[src/rtl/ntt_ctrl.sv]
// NTT butterfly sequencer: issues coefficient pair addresses and twiddle indices stage by stage,
// and replays the read addresses as write-back addresses after the butterfly latency.
module ntt_ctrl #(
    parameter int N      = 256,
    parameter int LOG_N  = 8,
    parameter int BF_LAT = 3
) (
    input  logic             clk,
    input  logic             rst,
    input  logic             start,
    input  logic             inv,
    output logic             busy,
    output logic             done,
    output logic             inv_mode,
    output logic             rd_en,
    output logic [LOG_N-1:0] rd_addr_a,
    output logic [LOG_N-1:0] rd_addr_b,
    output logic [LOG_N-1:0] tw_idx,
    output logic             wr_en,
    output logic [LOG_N-1:0] wr_addr_a,
    output logic [LOG_N-1:0] wr_addr_b
);

    localparam int SW = $clog2(LOG_N + 1);
    localparam int DW = $clog2(BF_LAT + 1);
    localparam logic [LOG_N-1:0] LastIssue = LOG_N'(N / 2 - 1);

    typedef enum logic [1:0] {StIdle, StRun, StDrain, StDone} state_e;

    state_e           state_q, state_d;
    logic [SW-1:0]    stage_q, stage_d;
    logic [LOG_N-1:0] cnt_q, cnt_d;
    logic [DW-1:0]    drain_q, drain_d;
    logic [LOG_N-1:0] k_q, k_d;
    logic             inv_q, inv_d;

    logic             busy_d, done_d, rd_en_d;
    logic [LOG_N-1:0] rd_a_d, rd_b_d, tw_d;
    logic [LOG_N-1:0] cur_mask, nxt_len, nxt_mask;

    logic             dl_en [BF_LAT];
    logic [LOG_N-1:0] dl_a  [BF_LAT];
    logic [LOG_N-1:0] dl_b  [BF_LAT];

    // Butterfly span: shrinks per stage for forward, grows per stage for inverse.
    function automatic logic [LOG_N-1:0] len_of(input logic [SW-1:0] s, input logic iv);
        logic [LOG_N:0] l;
        if (iv) l = (LOG_N+1)'(1) << s;
        else    l = (LOG_N+1)'(N) >> s >> 1;
        return l[LOG_N-1:0];
    endfunction

    assign cur_mask = len_of(stage_q, inv_q) - 1'b1;
    assign inv_mode = inv_q;

    always_ff @(posedge clk) begin
        if (rst) begin
            state_q <= StIdle;
            stage_q <= '0;
            cnt_q   <= '0;
            drain_q <= '0;
            k_q     <= '0;
            inv_q   <= 1'b0;
        end else begin
            state_q <= state_d;
            stage_q <= stage_d;
            cnt_q   <= cnt_d;
            drain_q <= drain_d;
            k_q     <= k_d;
            inv_q   <= inv_d;
        end
    end

    always_comb begin
        state_d = state_q;
        stage_d = stage_q;
        cnt_d   = cnt_q;
        drain_d = drain_q;
        k_d     = k_q;
        inv_d   = inv_q;
        unique case (state_q)
            StIdle: begin
                if (start) begin
                    state_d = StRun;
                    stage_d = '0;
                    cnt_d   = '0;
                    k_d     = inv ? LOG_N'(N - 1) : LOG_N'(1);
                    inv_d   = inv;
                end
            end
            StRun: begin
                // Twiddle index advances once the last pair of a block has been issued.
                if ((cnt_q & cur_mask) == cur_mask) k_d = inv_q ? k_q - 1'b1 : k_q + 1'b1;
                if (cnt_q == LastIssue) begin
                    state_d = StDrain;
                    drain_d = '0;
                end else begin
                    cnt_d = cnt_q + 1'b1;
                end
            end
            StDrain: begin
                if (drain_q == DW'(BF_LAT - 1)) begin
                    if (stage_q == SW'(LOG_N - 1)) begin
                        state_d = StDone;
                    end else begin
                        state_d = StRun;
                        stage_d = stage_q + 1'b1;
                        cnt_d   = '0;
                    end
                end else begin
                    drain_d = drain_q + 1'b1;
                end
            end
            StDone:  state_d = StIdle;
            default: state_d = StIdle;
        endcase
    end

    assign nxt_len  = len_of(stage_d, inv_d);
    assign nxt_mask = nxt_len - 1'b1;

    always_comb begin
        busy_d  = (state_d == StRun) || (state_d == StDrain);
        done_d  = (state_d == StDone);
        rd_en_d = (state_d == StRun);
        rd_a_d  = rd_addr_a;
        rd_b_d  = rd_addr_b;
        tw_d    = tw_idx;
        if (rd_en_d) begin
            rd_a_d = ((cnt_d & ~nxt_mask) << 1) | (cnt_d & nxt_mask);
            rd_b_d = rd_a_d + nxt_len;
            tw_d   = k_d;
        end
    end

    always_ff @(posedge clk) begin
        if (rst) begin
            busy      <= 1'b0;
            done      <= 1'b0;
            rd_en     <= 1'b0;
            rd_addr_a <= '0;
            rd_addr_b <= '0;
            tw_idx    <= '0;
            for (int i = 0; i < BF_LAT; i++) begin
                dl_en[i] <= 1'b0;
                dl_a[i]  <= '0;
                dl_b[i]  <= '0;
            end
        end else begin
            busy      <= busy_d;
            done      <= done_d;
            rd_en     <= rd_en_d;
            rd_addr_a <= rd_a_d;
            rd_addr_b <= rd_b_d;
            tw_idx    <= tw_d;
            dl_en[0]  <= rd_en;
            dl_a[0]   <= rd_addr_a;
            dl_b[0]   <= rd_addr_b;
            for (int i = 1; i < BF_LAT; i++) begin
                dl_en[i] <= dl_en[i-1];
                dl_a[i]  <= dl_a[i-1];
                dl_b[i]  <= dl_b[i-1];
            end
        end
    end

    assign wr_en     = dl_en[BF_LAT-1];
    assign wr_addr_a = dl_a[BF_LAT-1];
    assign wr_addr_b = dl_b[BF_LAT-1];

endmodule

[config.mk]
export PLATFORM = sky130hd
export DESIGN_NAME = ntt_ctrl
export DESIGN_NICKNAME = d
export VERILOG_FILES = /design/src/rtl/ntt_ctrl.sv
export SDC_FILE = /design/constraint.sdc
export NUM_CORES = 1
export LEC_CHECK = 0
export CORE_UTILIZATION = 30
export DETAILED_ROUTE_END_ITERATION = 10
export HOLD_SLACK_MARGIN = 0.1
export PLACE_DENSITY = 0.55
export SLEW_MARGIN = 5
export SYNTH_ARGS = -nofsm -noshare
export SYNTH_HDL_FRONTEND = slang
export SYNTH_SLANG_ARGS = --single-unit
[constraint.sdc]
create_clock -name clk -period 5.77 [get_ports clk]
set_clock_uncertainty 0.05 [all_clocks]
set_input_delay 0.577 -clock clk [delete_from_list [all_inputs] [get_ports clk]]
set_output_delay 0.577 -clock clk [all_outputs]
set_load 0.03 [all_outputs]
==> results.md, run 1 <==
- Vias per cell: 5.05
- Most common cell after layout, fill and taps aside: dfxtp_1
- Hold Crit Class: reg2reg
- RSZ-0062 raised after global routing: no
- Area grow syn2layout: 16.2%
- Worst-path fanout max: 8
- # fillers: 1747
- Slew Limit Fails: 0
- Inserted Clock Buffers: 9
- GRT Residual Overflow: 0
- Peak supply drop: 0.000132 V
- Max clock buf depth: 2
- Total core area: 17200 µm²
- Yosys top cell area share: 39.0%
- Critical Path Source Type: primary input
- Worst-margin pin slew: 798 ps
- Slew HR: 46.8%
- DIE HEIGHT: 135 µm
- Final nets: 648
- Asr flop ratio synth: 0%
- Initial antenna violation count: 0
- Final hold vios: 0
- Top-Level Pins: 49
- Flops & latches, synth: 103
- CTS Sinks: 103
- Met2 Resource Use GR: 23.2%
- Initial Util: 30.6%
- DP HPWL: 9.12 mm
- Hold Buf Count CTS: 0
- Critical Path End Type: flip-flop
- Detailed-route DRC error count: 0
- Setup Fix Bufs, Post-CTS: 0
- CTS tree: built
- Buffers added on ports: 48
- Commonest cells after routing, fill and taps aside: dfxtp_1 (103), nor2_1 (61), nor2b_1 (60), clkdlybuf4s50_1 (47), a21oi_1 (33)
- Vias in the first global route: 4013
- Synth area leader: dfxtp_1
- Pwr dens: 260 nW/µm²
- Arrival @ worst endpoint: 5530 ps
- CP Class: in2reg
- Final ANT Viol Nets: 0
- Via count: 4279
- Seq/Total Area, Yosys: 39.0%
- EDFF count, synth: 0
- Antenna cells: 0
- Status: completed
- Initial DRC count: 390
- Fin crit period: 5310 ps
- Share of layout cells above drive strength 1: 6.90%
- Main synth FF type: dfxtp_1
- Max Cap Viol: 0
- GR peak layer: met2
- Clk_lat worst skew: 350 ps
- Post-synthesis cell count: 597
- CTS root buf: clkbuf_16
- Placer Congestion: 0.869
- Syn_nets: 627
- Synth area leaders: dfxtp_1 (39%), nor2b_1 (7.1%), ha_1 (5.7%)
- DIE WIDTH: 135 µm
- CP Data Required Time: 5990 ps
- Leak: 0.00248 µW
- Post-Syn Area: 5280 µm²
- Count of cell types in the netlist: 78
- Worst hold slack: 381 ps
- Avg WL per Cell: 14.6 µm
- Post-Route WL: 12.4 mm
- Largest net degree at the start of global routing: 56
- First-pass GRT wire length: 20.5 mm
- Mean Syn Cell Area: 8.85 µm²
- Syn. warnings: 0
- Post-CTS sizing: 0
- Routing usage on met3: 2.18%
- Htree depth: 3
- Met1 GRT Util: 18.4%
- GR Util All Layers: 14.0%
- Die area: 18100 µm²
- Row cnt: 48
- Final setup vio count: 0
- Final period util: 92.1%
- Drt pass-1 iters: 5
- Max Fclk: 0.188 GHz
- Clock Pin Slew Worst Setup and Hold Paths: 80 ps
- Final TNS setup: 0 ps
through the flow:
| step | util (%) | area, µm² | std cells | setup slack, ps | total power [µW] |
|---|---|---|---|---|---|
| 4_1_cts | 35.6 | 6140 | 848 | 550 | 1610 |
| 6_report | 35.6 | 6140 | 848 | 456 | 1590 |
| 5_1_grt | 35.6 | 6140 | 848 | 140 | 1670 |
| 3_3_place_gp | 33.8 | 5820 | 832 | 396 | 993 |
| 3_5_place_dp | 33.8 | 5820 | 832 | 215 | 995 |
| 2_1_floorplan | - | 5280 | 597 | 1330 | 926 |
synthesized netlist by cell type (12+ instances only):
| master | n |
|---|---|
| inv_1 | 32 |
| nand3_1 | 16 |
| nand2_1 | 25 |
| dfxtp_1 | 103 |
| nor3_1 | 16 |
| a21oi_1 | 33 |
| nor2_1 | 61 |
| clkbuf_1 | 12 |
| buf_4 | 22 |
| o21ai_0 | 18 |
| nor2b_1 | 60 |
| ha_1 | 24 |
| xnor2_1 | 19 |
layout make-up:
| cell class | instances | area, µm² | share of cell area, % |
|---|---|---|---|
| Clock buffer | 9 | 225 | 3.67 |
| Tap cell | 225 | 282 | 4.59 |
| Multi-Input combinational cell | 418 | 2840 | 46.3 |
| Clock inverter | 7 | 86.3 | 1.41 |
| Sequential cell | 103 | 2060 | 33.6 |
| Inverter | 33 | 124 | 2.02 |
| Timing Repair Buffer | 53 | 513 | 8.36 |
path summary, 6_finish.rpt:
check | startpoint | endpoint | slack [ps] | cells after the start
worst max-delay path | start | rd_addr_b[7]$_SDFFE_PP0P_ | 460 | 21
worst min register to register | dl_b[0][7]$_SDFF_PP0_ | dl_b[0][15]$_SDFF_PP0_ | 380 | 1
worst min-delay path | dl_b[0][7]$_SDFF_PP0_ | dl_b[0][15]$_SDFF_PP0_ | 380 | 1
worst max register to register | stage_q[0]$_SDFF_PP0_ | rd_addr_b[7]$_SDFFE_PP0P_ | 600 | 22
cells by family (layout without fill, tap and decap cells):
kind of cell	Yosys count	count (layout)	share of synthesized area [%]
AO/OA/AOI/OAI	142	142	19.6
XOR/XNOR	22	22	3.65
adder cells (fa/ha/maj)	26	26	6.44
buffers and inverters	76	102	7.13
flip-flops	103	103	39.0
multiplexers	6	6	1.16
other	1	1	0.0710
AND/OR/NAND/NOR	221	221	22.9
where the power goes:
part / internal [µW] / leakage, µW / switching (µW)
clock network: 312 / 0.000151 / 303
registers: 741 / 0.000839 / 19.6
logic: 86.5 / 0.00149 / 131
total: 1140 / 0.00248 / 453
worst max-delay path: stages:
cell	delay, ps
clkdlybuf4s50_1	700
or3b_4	460
a21oi_2	350
a21oi_1	180
nand3_1	130
o21ai_0	80
and2_1	200
inv_1	110
ha_1	280
inv_1	160
xnor2_1	280
o21ai_0	120
ha_1	330
a21oi_1	220
o21bai_1	90
a21oi_1	240
nor2b_1	90
nor2b_1	150
a211oi_2	240
or4b_1	460
o221ai_1	80
per-layer routing:
layer | wire, µm | up-vias
met5 | 0 | -
met4 | 204 | 0
met3 | 509 | 17
met2 | 5800 | 118
met1 | 5850 | 2024
li1 | - | 2120
registers in the layout, summed over array words and instances, names as in the netlist, 2 cells and up:
| register | cells |
|---|---|
| dl_a | 24 |
| dl_b | 24 |
| cnt_q | 8 |
| k_q | 8 |
| rd_addr_a | 8 |
| rd_addr_b | 8 |
| tw_idx | 8 |
| stage_q | 4 |
| dl_en | 3 |
| drain_q | 2 |
| state_q | 2 |
Note: power is estimated with default switching activity, not from simulation.
==> run 2: changes to the inputs <==
--- a/config.mk
+++ b/config.mk
@@ -6,6 +6,7 @@
 export NUM_CORES = 1
 export LEC_CHECK = 0
 export CORE_UTILIZATION = 30
+export CTS_BUF_LIST = sky130_fd_sc_hd__clkbuf_4
 export DETAILED_ROUTE_END_ITERATION = 10
 export HOLD_SLACK_MARGIN = 0.1
 export PLACE_DENSITY = 0.55
==> run 2 against run 1 <==
Flip-flop and latch count stayed put. Core utilization is 0.90 points lower. Power is 14% lower. Cell count is 0.12% higher. Worst hold slack hardly changed. Worst setup slack better by 130 ps. Global-route usage hardly changed. Sequential power hardly changed. Wire length is 0.26% lower. Sequential share of layout area is 0.87 points higher. Design area is 2.5% lower. Critical path depth is 1 higher. Critical path type is now reg2reg. Critical endpoint unchanged.
==> results.md, run 2 (synthesized netlist as in run 1, its figures left out) <==
- GR Util All Layers: 14.0% (-0.024 points)
- Sw Share: 31.3% (+2.9 points)
- Vias in the first global route: 4001 (-0.30%)
- Final setup vio count: 0 (unchanged)
- Initial Util: 30.6% (unchanged)
- Row cnt: 48 (unchanged)
- Reg power frac: 55.9% (+8.1 points)
- RSZ-0062 raised after global routing: no
- First-pass GRT wire length: 20.4 mm (about the same)
- Peak supply drop: 0.000104 V (-21%)
- Hold Buf Count CTS: 0 (unchanged)
- Max Fclk: 0.193 GHz (+2.5%)
- Slew HR: 46.3% (-0.49 points)
- Setup Fix Bufs, Post-CTS: 0 (unchanged)
- Share of layout cells above drive strength 1: 6.90% (unchanged)
- Total Power: 1360 µW (-14%)
- Die area: 18100 µm² (unchanged)
- Vias per cell: 5.02 (-0.58%)
- Worst R2R Setup Slack: 580 ps (-20 ps)
- Most common cell after layout, fill and taps aside: dfxtp_1
- CP peak stage delay: 580 ps (-120 ps)
- CP Class: reg2reg
- Gate power share: 15.9% (+2.3 points)
- Post-Route WL: 12.3 mm (-0.26%)
- Drt pass-1 iters: 5 (unchanged)
- Status: completed
- Top flop regs: dl_a (24), dl_b (24)
- Largest net degree at the start of global routing: 56 (unchanged)
- Top-Level Pins: 49 (unchanged)
- Placer Congestion: 0.869 (unchanged)
- Hold Crit Class: reg2reg
- Area grow syn2layout: 13.2%
- Worst-margin pin slew: 806 ps (+7.39 ps)
- Via count: 4259 (-0.47%)
- Crit path cell chain: ha_1, ha_1, nor2b_1, o31a_1, nor2_1, nand3_1, o21ai_0, and2_1, inv_1, ha_1, inv_1, xnor2_1, o21ai_0, ha_1, a21oi_1, o21bai_1, a21oi_1, nor2b_1, nor2b_1, a211oi_2, or4b_1, o221ai_1
- DIE WIDTH: 135 µm (unchanged)
- Slowest cell on crit path: dfxtp_1
- Total core area: 17200 µm² (unchanged)
- DP HPWL: 9.12 mm (unchanged)
- P_int: 938 µW (-18%)
- Final TNS setup: 0 ps (unchanged)
- CTS Sinks: 103 (unchanged)
- Post-CTS sizing: 0 (unchanged)
- Clk_lat worst skew: 470 ps (+120 ps)
- Most Frequent Cell on Critical Path: ha_1
- DIE HEIGHT: 135 µm (unchanged)
- Buffers added on ports: 48 (unchanged)
- Clock Pin Slew Worst Setup and Hold Paths: 190 ps (+110 ps)
- Detailed-route DRC error count: 0 (unchanged)
- Final nets: 648 (unchanged)
- Commonest cells after routing, fill and taps aside: dfxtp_1 (103), nor2_1 (61), nor2b_1 (60), clkdlybuf4s50_1 (47), a21oi_1 (33)
- Final hold vios: 0 (unchanged)
- Final ANT Viol Nets: 0 (unchanged)
- Leak: 0.00241 µW (-2.8%)
- Clock Power Share: 28.2% (-10 points)
- Htree depth: 3 (unchanged)
- Fin crit period: 5190 ps (-128 ps)
- Worst-path fanout max: 7 (-1)
- Initial antenna violation count: 1 (+1)
- Arrival @ worst endpoint: 5530 ps (about the same)
- CTS root buf: clkbuf_4
- CP Data Required Time: 6120 ps (+130 ps)
- Max Cap Viol: 0 (unchanged)
- Slew Limit Fails: 0 (unchanged)
- GRT Residual Overflow: 0 (unchanged)
- Switching power summed over all nets: 427 µW (-5.7%)
- Inserted Clock Buffers: 9 (unchanged)
- Pwr dens: 228 nW/µm² (-12%)
- Avg WL per Cell: 14.5 µm (-0.38%)
- Final period util: 89.9% (-2.2 points)
- Initial DRC count: 374 (-4.1%)
- CTS tree: built
- Critical Path End Type: flip-flop
- Critical Path Source Type: flip-flop
- Max clock buf depth: 2 (unchanged)
run 2: cell count changes in the layout (fill, tap and decap cells not counted):
cell       previous run  this run
clkbuf_16             9         0
clkbuf_4              0         9
diode_2               0         1
run 2: power by group through the flow:
stage | logic (µW) | registers [µW] | clock network [µW]
floorplan | 123 | 803 | 0
global placement | 215 | 777 | 0
detailed placement | 217 | 778 | 0
CTS | 218 | 763 | 398
global route | 238 | 768 | 432
finish | 217 | 763 | 385
run 2: path summary, 6_finish.rpt:
check	from	end	cells after the start
max reg2reg	stage_q[0]$_SDFF_PP0_	rd_addr_b[7]$_SDFFE_PP0P_	22
min	dl_b[0][7]$_SDFF_PP0_	dl_b[0][15]$_SDFF_PP0_	1
min reg2reg	dl_b[0][7]$_SDFF_PP0_	dl_b[0][15]$_SDFF_PP0_	1
max	stage_q[0]$_SDFF_PP0_	rd_addr_b[7]$_SDFFE_PP0P_	22
run 2: final cells by class:
type	count	area (µm²)
fillers	1765	11300
multi-input cells	418	2840
flip-flops and latches	103	2060
repair buffers	53	513
well taps	225	282
inverters	33	124
clock inverters	7	86.3
clock buffers	9	67.6
diodes	1	2.50
run 2: layer usage:
metal / global-route usage (%) / up-vias / share of wire [%]
li1: - / 2113 / -
met4: 4.81 / 0 / 1.5
met2: 23.1 / 108 / 47
met1: 18.4 / 2025 / 48
met5: 0 / - / 0
met3: 2.36 / 13 / 3.8
run 2: critical path, delay by kind of cell, from the launching register on:
family | cells | cell delay [ps]
flops | 1 | 580
fa+ha+maj | 4 | 1270
simple gates | 7 | 1320
compound gates | 8 | 1350
xor+xnor | 1 | 280
buf+inv | 2 | 270
run 2: stage by stage:
step / cells / cell area (µm²) / setup WS (ps) / hold WS (ps) / util [%]
floorplan: 597 / 5280 / 1330 / 364 / -
global placement: 832 / 5820 / 396 / 367 / 33.8
detailed placement: 832 / 5820 / 215 / 370 / 33.8
CTS: 848 / 5980 / 627 / 387 / 34.7
global route: 849 / 5980 / 153 / 391 / 34.7
finish: 849 / 5980 / 584 / 381 / 34.7
